[src/rtl/wb_stage_pkg.sv]
// Shared types and constants for the write-back stage: load-size encodings,
// stage control fields and the load misalignment rule.
package wb_stage_pkg;

    localparam int WORD_LEN_DEF     = 32;
    localparam int REG_ADDR_LEN_DEF = 5;
    localparam int CNT_WIDTH_DEF    = 32;

    typedef enum logic [1:0] {
        LOAD_WORD = 2'b00,
        LOAD_HALF = 2'b01,
        LOAD_BYTE = 2'b10,
        LOAD_RSVD = 2'b11
    } load_size_e;

    typedef struct packed {
        logic       valid;
        logic       wb_en;
        logic       mem_read;
        load_size_e size;
        logic       is_signed;
    } stage_ctrl_t;

    localparam stage_ctrl_t STAGE_CTRL_CLEAR = '{
        valid:     1'b0,
        wb_en:     1'b0,
        mem_read:  1'b0,
        size:      LOAD_WORD,
        is_signed: 1'b0
    };

    // The reserved encoding behaves as a word access, including its alignment rule.
    function automatic logic load_misaligned(input load_size_e size, input logic [1:0] off);
        logic mis;
        case (size)
            LOAD_HALF: mis = off[0];
            LOAD_BYTE: mis = 1'b0;
            default:   mis = (off != 2'b00);
        endcase
        return mis;
    endfunction

endpackage

[src/rtl/wb_stage_if.sv]
// MEM-to-WB bus: pipeline controls and instruction fields from the memory stage,
// plus the register-file write port and status driven by the write-back stage.
interface wb_stage_if #(
    parameter int WORD_LEN     = 32,
    parameter int REG_ADDR_LEN = 5,
    parameter int CNT_WIDTH    = 32
);
    logic                    FREEZE;
    logic                    FLUSH;
    logic                    WB_EN_IN;
    logic                    MEM_READ_EN;
    logic [1:0]              LOAD_SIZE;
    logic                    LOAD_SIGNED;
    logic [REG_ADDR_LEN-1:0] DEST_IN;
    logic [WORD_LEN-1:0]     ALU_RESULT;
    logic [WORD_LEN-1:0]     DATA_MEMORY_OUT;

    logic                    WB_EN;
    logic [REG_ADDR_LEN-1:0] WB_DEST;
    logic [WORD_LEN-1:0]     WB_VALUE;
    logic                    LOAD_FAULT;
    logic [CNT_WIDTH-1:0]    RETIRED_COUNT;

    modport master (
        output FREEZE, FLUSH, WB_EN_IN, MEM_READ_EN, LOAD_SIZE, LOAD_SIGNED,
               DEST_IN, ALU_RESULT, DATA_MEMORY_OUT,
        input  WB_EN, WB_DEST, WB_VALUE, LOAD_FAULT, RETIRED_COUNT
    );

    modport slave (
        input  FREEZE, FLUSH, WB_EN_IN, MEM_READ_EN, LOAD_SIZE, LOAD_SIGNED,
               DEST_IN, ALU_RESULT, DATA_MEMORY_OUT,
        output WB_EN, WB_DEST, WB_VALUE, LOAD_FAULT, RETIRED_COUNT
    );

endinterface

[src/rtl/wb_stage_load_align.sv]
// Little-endian load lane extraction with sign/zero extension and a misalignment
// flag; purely combinational.
module wb_stage_load_align
    import wb_stage_pkg::*;
#(
    parameter int WORD_LEN = 32
) (
    input  logic [WORD_LEN-1:0] data,
    input  logic [1:0]          off,
    input  load_size_e          size,
    input  logic                is_signed,
    output logic [WORD_LEN-1:0] value,
    output logic                misalign
);

    logic [7:0]  byte_lane [4];
    logic [15:0] half_lane [2];
    logic [7:0]  sel_byte;
    logic [15:0] sel_half;

    generate
        for (genvar gi = 0; gi < 4; gi++) begin : g_byte_lane
            assign byte_lane[gi] = data[8*gi +: 8];
        end
        for (genvar gi = 0; gi < 2; gi++) begin : g_half_lane
            assign half_lane[gi] = data[16*gi +: 16];
        end
    endgenerate

    assign sel_byte = byte_lane[off];
    assign sel_half = half_lane[off[1]];

    always_comb begin
        value = data;
        case (size)
            LOAD_HALF: value = {{(WORD_LEN-16){is_signed & sel_half[15]}}, sel_half};
            LOAD_BYTE: value = {{(WORD_LEN-8){is_signed & sel_byte[7]}}, sel_byte};
            default:   value = data;
        endcase
    end

    assign misalign = load_misaligned(size, off);

endmodule

[src/rtl/wb_stage.sv]
// Write-back stage: MEM/WB register, load-data hold across freezes, load alignment,
// register-file write selection and a retired-instruction counter.
module wb_stage
    import wb_stage_pkg::*;
#(
    parameter int WORD_LEN     = WORD_LEN_DEF,
    parameter int REG_ADDR_LEN = REG_ADDR_LEN_DEF,
    parameter int CNT_WIDTH    = CNT_WIDTH_DEF
) (
    input logic     CLK,
    input logic     RESET,
    wb_stage_if.slave bus
);

    stage_ctrl_t             ctrl_reg, ctrl_next;
    logic [REG_ADDR_LEN-1:0] dest_reg, dest_next;
    logic [WORD_LEN-1:0]     addr_reg, addr_next;
    logic [WORD_LEN-1:0]     hold_reg, hold_next;
    logic                    hold_valid_reg, hold_valid_next;
    logic [CNT_WIDTH-1:0]    count_reg, count_next;

    logic [WORD_LEN-1:0]     load_src;
    logic [WORD_LEN-1:0]     load_value;
    logic                    misalign;
    logic                    load_fault;
    logic                    retire;

    always_ff @(posedge CLK or negedge RESET) begin
        if (!RESET) begin
            ctrl_reg       <= STAGE_CTRL_CLEAR;
            dest_reg       <= '0;
            addr_reg       <= '0;
            hold_reg       <= '0;
            hold_valid_reg <= 1'b0;
            count_reg      <= '0;
        end else begin
            ctrl_reg       <= ctrl_next;
            dest_reg       <= dest_next;
            addr_reg       <= addr_next;
            hold_reg       <= hold_next;
            hold_valid_reg <= hold_valid_next;
            count_reg      <= count_next;
        end
    end

    // Flush beats freeze; only valid and wb_en are forced on a bubble.
    always_comb begin
        ctrl_next = ctrl_reg;
        dest_next = dest_reg;
        addr_next = addr_reg;
        if (bus.FLUSH) begin
            ctrl_next.valid = 1'b0;
            ctrl_next.wb_en = 1'b0;
        end else if (!bus.FREEZE) begin
            ctrl_next.valid     = 1'b1;
            ctrl_next.wb_en     = bus.WB_EN_IN;
            ctrl_next.mem_read  = bus.MEM_READ_EN;
            ctrl_next.size      = load_size_e'(bus.LOAD_SIZE);
            ctrl_next.is_signed = bus.LOAD_SIGNED;
            dest_next           = bus.DEST_IN;
            addr_next           = bus.ALU_RESULT;
        end
    end

    // Memory read data is only live for one cycle; latch it on the first frozen edge.
    always_comb begin
        hold_next       = hold_reg;
        hold_valid_next = hold_valid_reg;
        if (bus.FLUSH || !bus.FREEZE) begin
            hold_valid_next = 1'b0;
        end else if (!hold_valid_reg) begin
            hold_next       = bus.DATA_MEMORY_OUT;
            hold_valid_next = 1'b1;
        end
    end

    assign load_src = hold_valid_reg ? hold_reg : bus.DATA_MEMORY_OUT;

    wb_stage_load_align #(
        .WORD_LEN (WORD_LEN)
    ) u_load_align (
        .data      (load_src),
        .off       (addr_reg[1:0]),
        .size      (ctrl_reg.size),
        .is_signed (ctrl_reg.is_signed),
        .value     (load_value),
        .misalign  (misalign)
    );

    assign load_fault = ctrl_reg.valid & ctrl_reg.mem_read & misalign;
    assign retire     = ctrl_reg.valid & ~load_fault & ~bus.FREEZE & ~bus.FLUSH;

    always_comb begin
        count_next = count_reg;
        if (retire) begin
            count_next = count_reg + 1'b1;
        end
    end

    // R0 is hardwired to zero, so a write to it is suppressed rather than issued.
    assign bus.WB_EN         = ctrl_reg.valid & ctrl_reg.wb_en & ~load_fault & (dest_reg != '0);
    assign bus.WB_DEST       = dest_reg;
    assign bus.WB_VALUE      = ctrl_reg.mem_read ? load_value : addr_reg;
    assign bus.LOAD_FAULT    = load_fault;
    assign bus.RETIRED_COUNT = count_reg;

endmodule

[src/flat_wrapper.sv]
// flat-port wrapper written by rule: the top's interface ports become plain ports
module wb_stage_flat import wb_stage_pkg::*;
#(
    parameter int WORD_LEN     = WORD_LEN_DEF,
    parameter int REG_ADDR_LEN = REG_ADDR_LEN_DEF,
    parameter int CNT_WIDTH    = CNT_WIDTH_DEF
)
  (CLK, RESET, bus_FREEZE, bus_FLUSH, bus_WB_EN_IN, bus_MEM_READ_EN, bus_LOAD_SIZE, bus_LOAD_SIGNED, bus_DEST_IN, bus_ALU_RESULT, bus_DATA_MEMORY_OUT, bus_WB_EN, bus_WB_DEST, bus_WB_VALUE, bus_LOAD_FAULT, bus_RETIRED_COUNT);
  wb_stage_if #(.WORD_LEN(WORD_LEN), .REG_ADDR_LEN(REG_ADDR_LEN), .CNT_WIDTH(CNT_WIDTH)) bus_i ();
  input logic CLK;
  input logic RESET;
  input wire logic [$bits(bus_i.FREEZE)-1:0] bus_FREEZE;
  input wire logic [$bits(bus_i.FLUSH)-1:0] bus_FLUSH;
  input wire logic [$bits(bus_i.WB_EN_IN)-1:0] bus_WB_EN_IN;
  input wire logic [$bits(bus_i.MEM_READ_EN)-1:0] bus_MEM_READ_EN;
  input wire logic [$bits(bus_i.LOAD_SIZE)-1:0] bus_LOAD_SIZE;
  input wire logic [$bits(bus_i.LOAD_SIGNED)-1:0] bus_LOAD_SIGNED;
  input wire logic [$bits(bus_i.DEST_IN)-1:0] bus_DEST_IN;
  input wire logic [$bits(bus_i.ALU_RESULT)-1:0] bus_ALU_RESULT;
  input wire logic [$bits(bus_i.DATA_MEMORY_OUT)-1:0] bus_DATA_MEMORY_OUT;
  output wire logic [$bits(bus_i.WB_EN)-1:0] bus_WB_EN;
  output wire logic [$bits(bus_i.WB_DEST)-1:0] bus_WB_DEST;
  output wire logic [$bits(bus_i.WB_VALUE)-1:0] bus_WB_VALUE;
  output wire logic [$bits(bus_i.LOAD_FAULT)-1:0] bus_LOAD_FAULT;
  output wire logic [$bits(bus_i.RETIRED_COUNT)-1:0] bus_RETIRED_COUNT;
  assign bus_i.FREEZE = bus_FREEZE;
  assign bus_i.FLUSH = bus_FLUSH;
  assign bus_i.WB_EN_IN = bus_WB_EN_IN;
  assign bus_i.MEM_READ_EN = bus_MEM_READ_EN;
  assign bus_i.LOAD_SIZE = bus_LOAD_SIZE;
  assign bus_i.LOAD_SIGNED = bus_LOAD_SIGNED;
  assign bus_i.DEST_IN = bus_DEST_IN;
  assign bus_i.ALU_RESULT = bus_ALU_RESULT;
  assign bus_i.DATA_MEMORY_OUT = bus_DATA_MEMORY_OUT;
  assign bus_WB_EN = bus_i.WB_EN;
  assign bus_WB_DEST = bus_i.WB_DEST;
  assign bus_WB_VALUE = bus_i.WB_VALUE;
  assign bus_LOAD_FAULT = bus_i.LOAD_FAULT;
  assign bus_RETIRED_COUNT = bus_i.RETIRED_COUNT;
  wb_stage #(.WORD_LEN(WORD_LEN), .REG_ADDR_LEN(REG_ADDR_LEN), .CNT_WIDTH(CNT_WIDTH)) u_core (.CLK(CLK), .RESET(RESET), .bus(bus_i));
endmodule
[config.mk]
export PLATFORM = sky130hd
export DESIGN_NAME = wb_stage_flat
export DESIGN_NICKNAME = d
export VERILOG_FILES = /design/src/rtl/wb_stage_pkg.sv /design/src/rtl/wb_stage_if.sv /design/src/rtl/wb_stage_load_align.sv /design/src/rtl/wb_stage.sv /design/src/flat_wrapper.sv
export SDC_FILE = /design/constraint.sdc
export NUM_CORES = 1
export LEC_CHECK = 0
export BUFFER_PORTS_ARGS = -buffer_cell sky130_fd_sc_hd__buf_4
export CORE_ASPECT_RATIO = 0.6
export CORE_MARGIN = 2
export CORE_UTILIZATION = 57
export CTS_CLUSTER_SIZE = 25
export DETAILED_ROUTE_END_ITERATION = 12
export PLACE_DENSITY_LB_ADDON = 0.3
export SLEW_MARGIN = 10
export SYNTH_ARGS = -nofsm -noshare
export SYNTH_HDL_FRONTEND = slang
export SYNTH_SLANG_ARGS = --single-unit
[constraint.sdc]
create_clock -name CLK -period 3.7 [get_ports CLK]
set_input_delay 0.74 -clock CLK [delete_from_list [all_inputs] [get_ports CLK]]
set_output_delay 0.74 -clock CLK [all_outputs]
set_load 0.005 [all_outputs]
==> results_dict.tcl <==
set metrics [dict create \
    status "finished clean" \
    fp.dieH_um 81.3 \
    worstMarginPinSlew_ps 880 \
    path_cells "buf_4, mux4_2, a32o_1, a22o_1, buf_4" \
    async_reset_ff_share_pct 100 \
    drtIter0Drc 406 \
    grt_pass1_wl_mm 24.4 \
    grt_antenna_before_repair 0 \
    yosysWarningCount 0 \
    max_stage_delay_ps 590 \
    initial_core_util_pct 58.1 \
    synth-main-ff-cell "dfrtp_1" \
    cts_setup_buffers 0 \
    ir_drop_mv 0.360 \
    mappedNetlistNets 610 \
    syn_avg_cell_area_um2 10.7 \
    layout.cells.non_filler 808 \
    crit_path_end_kind "output pin" \
    synth_compound_area_share_pct 12.6 \
    whs_ps 480 \
    cpMostUsedCell "buf_4" \
    n_antenna_cell 0 \
    cts_buffer_depth 2 \
    core_um2 9770 \
    h-tree-depth 3 \
    synth_edf_count 0 \
    synthAdderAreaFrac_pct 0.661 \
    post-route-period-util_pct 88.8 \
    drive_gt1_share_pct 38.8 \
    synth_xor_area_share_pct 4.78 \
    cp-start-kind "register" \
    cts_tree "yes" \
    crit_buf_inv 2 \
    wirelength_mm 15.3 \
    slew_violations 0 \
    grt.met2_usage_pct 44.6 \
    cts-root-buf "clkbuf_16" \
    clock_latency_ps 350 \
    vias 4737 \
    io_pins 149 \
    final_nets 749 \
    synthSimpleGateAreaFrac_pct 12.4 \
    grt.total_usage_pct 29.2 \
    ctsResizeCount 0 \
    synth_top_cell_by_area "dfrtp_1" \
    synth_cells 529 \
    wire_per_inst_um 18.9 \
    cts_hold_buffers 0 \
    final_util_pct 74.1 \
    finClkSkew_ps 7.22 \
    die-width_um 133 \
    hold_viol 0 \
    max_slew_margin_pct 41.3 \
    yosys-top-cells-area "dfrtp_1 (48%), mux2_2 (11%), xnor2_1 (4.2%), nand2_1 (3.8%), mux4_2 (3.6%)" \
    route.detailed.drc 0 \
    p_leak_nw 3.27 \
    syn_to_final_growth_pct 27.7 \
    first_pass_iters 6 \
    seq_area_frac_synth_pct 47.6 \
    antenna_left 0 \
    grt.busiest_layer "met2" \
    grt_pass1_vias 4668 \
    dieArea_um2 10800 \
    grt_max_degree 69 \
    tns_ps 0 \
    critPathKind "reg -> out" \
    clk_pin_slew_ps 70 \
    met3_usage_pct 9.43 \
    grt_overflow 0 \
    met1_usage_pct 40.3 \
    netlist_area_um2 5680 \
    ys_seq_elements 108 \
    synth.area.mux_share_pct 17.4 \
    fp-row-count 28 \
    slowest_stage "mux4_2" \
    netlist-cell-type-count 50 \
    viasPerCell 5.86 \
    place.gp.congestion 0.910 \
    numCtsBuffers 9 \
    cp.arrival_ps 2540 \
    setup_viol 0 \
    synth_top_area_share_pct 47.6 \
    io_buffer_count 148 \
    dp.cells 792 \
    hpwl_mm 11.2 \
    rsz0062_at_grt "no" \
    fmax_mhz 304 \
    synth_top_family_by_area "multiplexers" \
    cts.sinks 108 \
    powerDensity_nw_per_um2 482 \
    cp_max_fo 43 \
    min_period_ps 3280 \
    crit_family "buffers and inverters" \
    required_ps 2960 \
    max-cap-violations 0 \
    hold_path_class "reg -> reg" \
]
-- per-layer routing --
layer	up-vias	wire (µm)	part of all wire, %
li1	2158	-	-
met4	0	249	1.6
met3	34	1420	9.3
met5	-	0	0
met2	208	6800	45
met1	2337	6800	45
-- logic make-up after synthesis --
group	Yosys count
mux	80
compound gates	105
simple gates	141
flops	108
fa+ha+maj	3
xor+xnor	31
buf+inv	61
-- cells in the final DEF, fill, tap and decap left out, types with 12 or more instances in the layout --
master,n
buf_4,159
o21ai_0,31
nand2_1,58
mux2_2,57
nand3_1,15
inv_1,28
nand4_1,12
nor2_1,16
mux2i_1,13
a21oi_1,15
dfrtp_1,106
o22ai_1,23
xnor2_1,27
-- report_power, final --
group,switching [mW],internal (mW),total (mW),leakage (nW)
combinational,0.478,0.505,0.984,1.78
clock,0.442,0.615,1.06,0.152
sequential,0.129,1.32,1.45,1.34
-- through the flow --
stage / cell area (µm²) / total power, mW / setup WS [ps]
detailed placement: 6920 / 2.44 / 566
global route: 7250 / 3.66 / 302
finish: 7250 / 3.49 / 416
global placement: 6920 / 2.39 / 625
floorplan: 5680 / 1.97 / 988
CTS: 7250 / 3.50 / 413
-- worst paths after layout --
kind	start	to	slack, ps	cells after the start
hold / removal	u_core.bus.RETIRED_COUNT[31]	u_core.bus.RETIRED_COUNT[31]	480	1
setup reg to reg	u_core.ctrl_reg[1]	u_core.bus.RETIRED_COUNT[23]	1160	9
min in group asynchronous	RESET	u_core.addr_reg[1]	490	1
max in group asynchronous	RESET	u_core.addr_reg[8]	2440	2
hold reg to reg	u_core.bus.RETIRED_COUNT[31]	u_core.bus.RETIRED_COUNT[31]	480	1
setup / recovery	u_core.hold_valid_reg	bus_WB_VALUE[1]	420	5
-- layout make-up --
| type | instances | area, µm² |
|---|---|---|
| tap | 135 | 169 |
| sequential | 108 | 2710 |
| multi-input combinational | 360 | 2720 |
| inverter | 29 | 109 |
| clock inverter | 5 | 83.8 |
| timing repair buffer | 160 | 1210 |
| clock buffer | 11 | 243 |
| fill | 727 | 2530 |
-- cells in the mapped netlist (2+ instances only) --
master,n
a211oi_1,8
ha_1,3
xnor2_1,27
nand4_1,12
mux2_2,57
nand3_1,15
buf_4,3
and2_1,11
nor2b_1,10
a41oi_1,2
inv_1,28
mux4_2,9
a21oi_1,15
xor2_1,4
a31oi_1,5
nor2_1,17
and4_1,4
nand2_1,58
o21ai_0,31
mux2i_1,13
dfrtp_1,108
o22ai_2,10
clkbuf_1,22
and3_1,3
o22ai_1,23
nand2b_1,2
nor4bb_1,2
buf_2,5
Power figures use the tool's default switching activity.
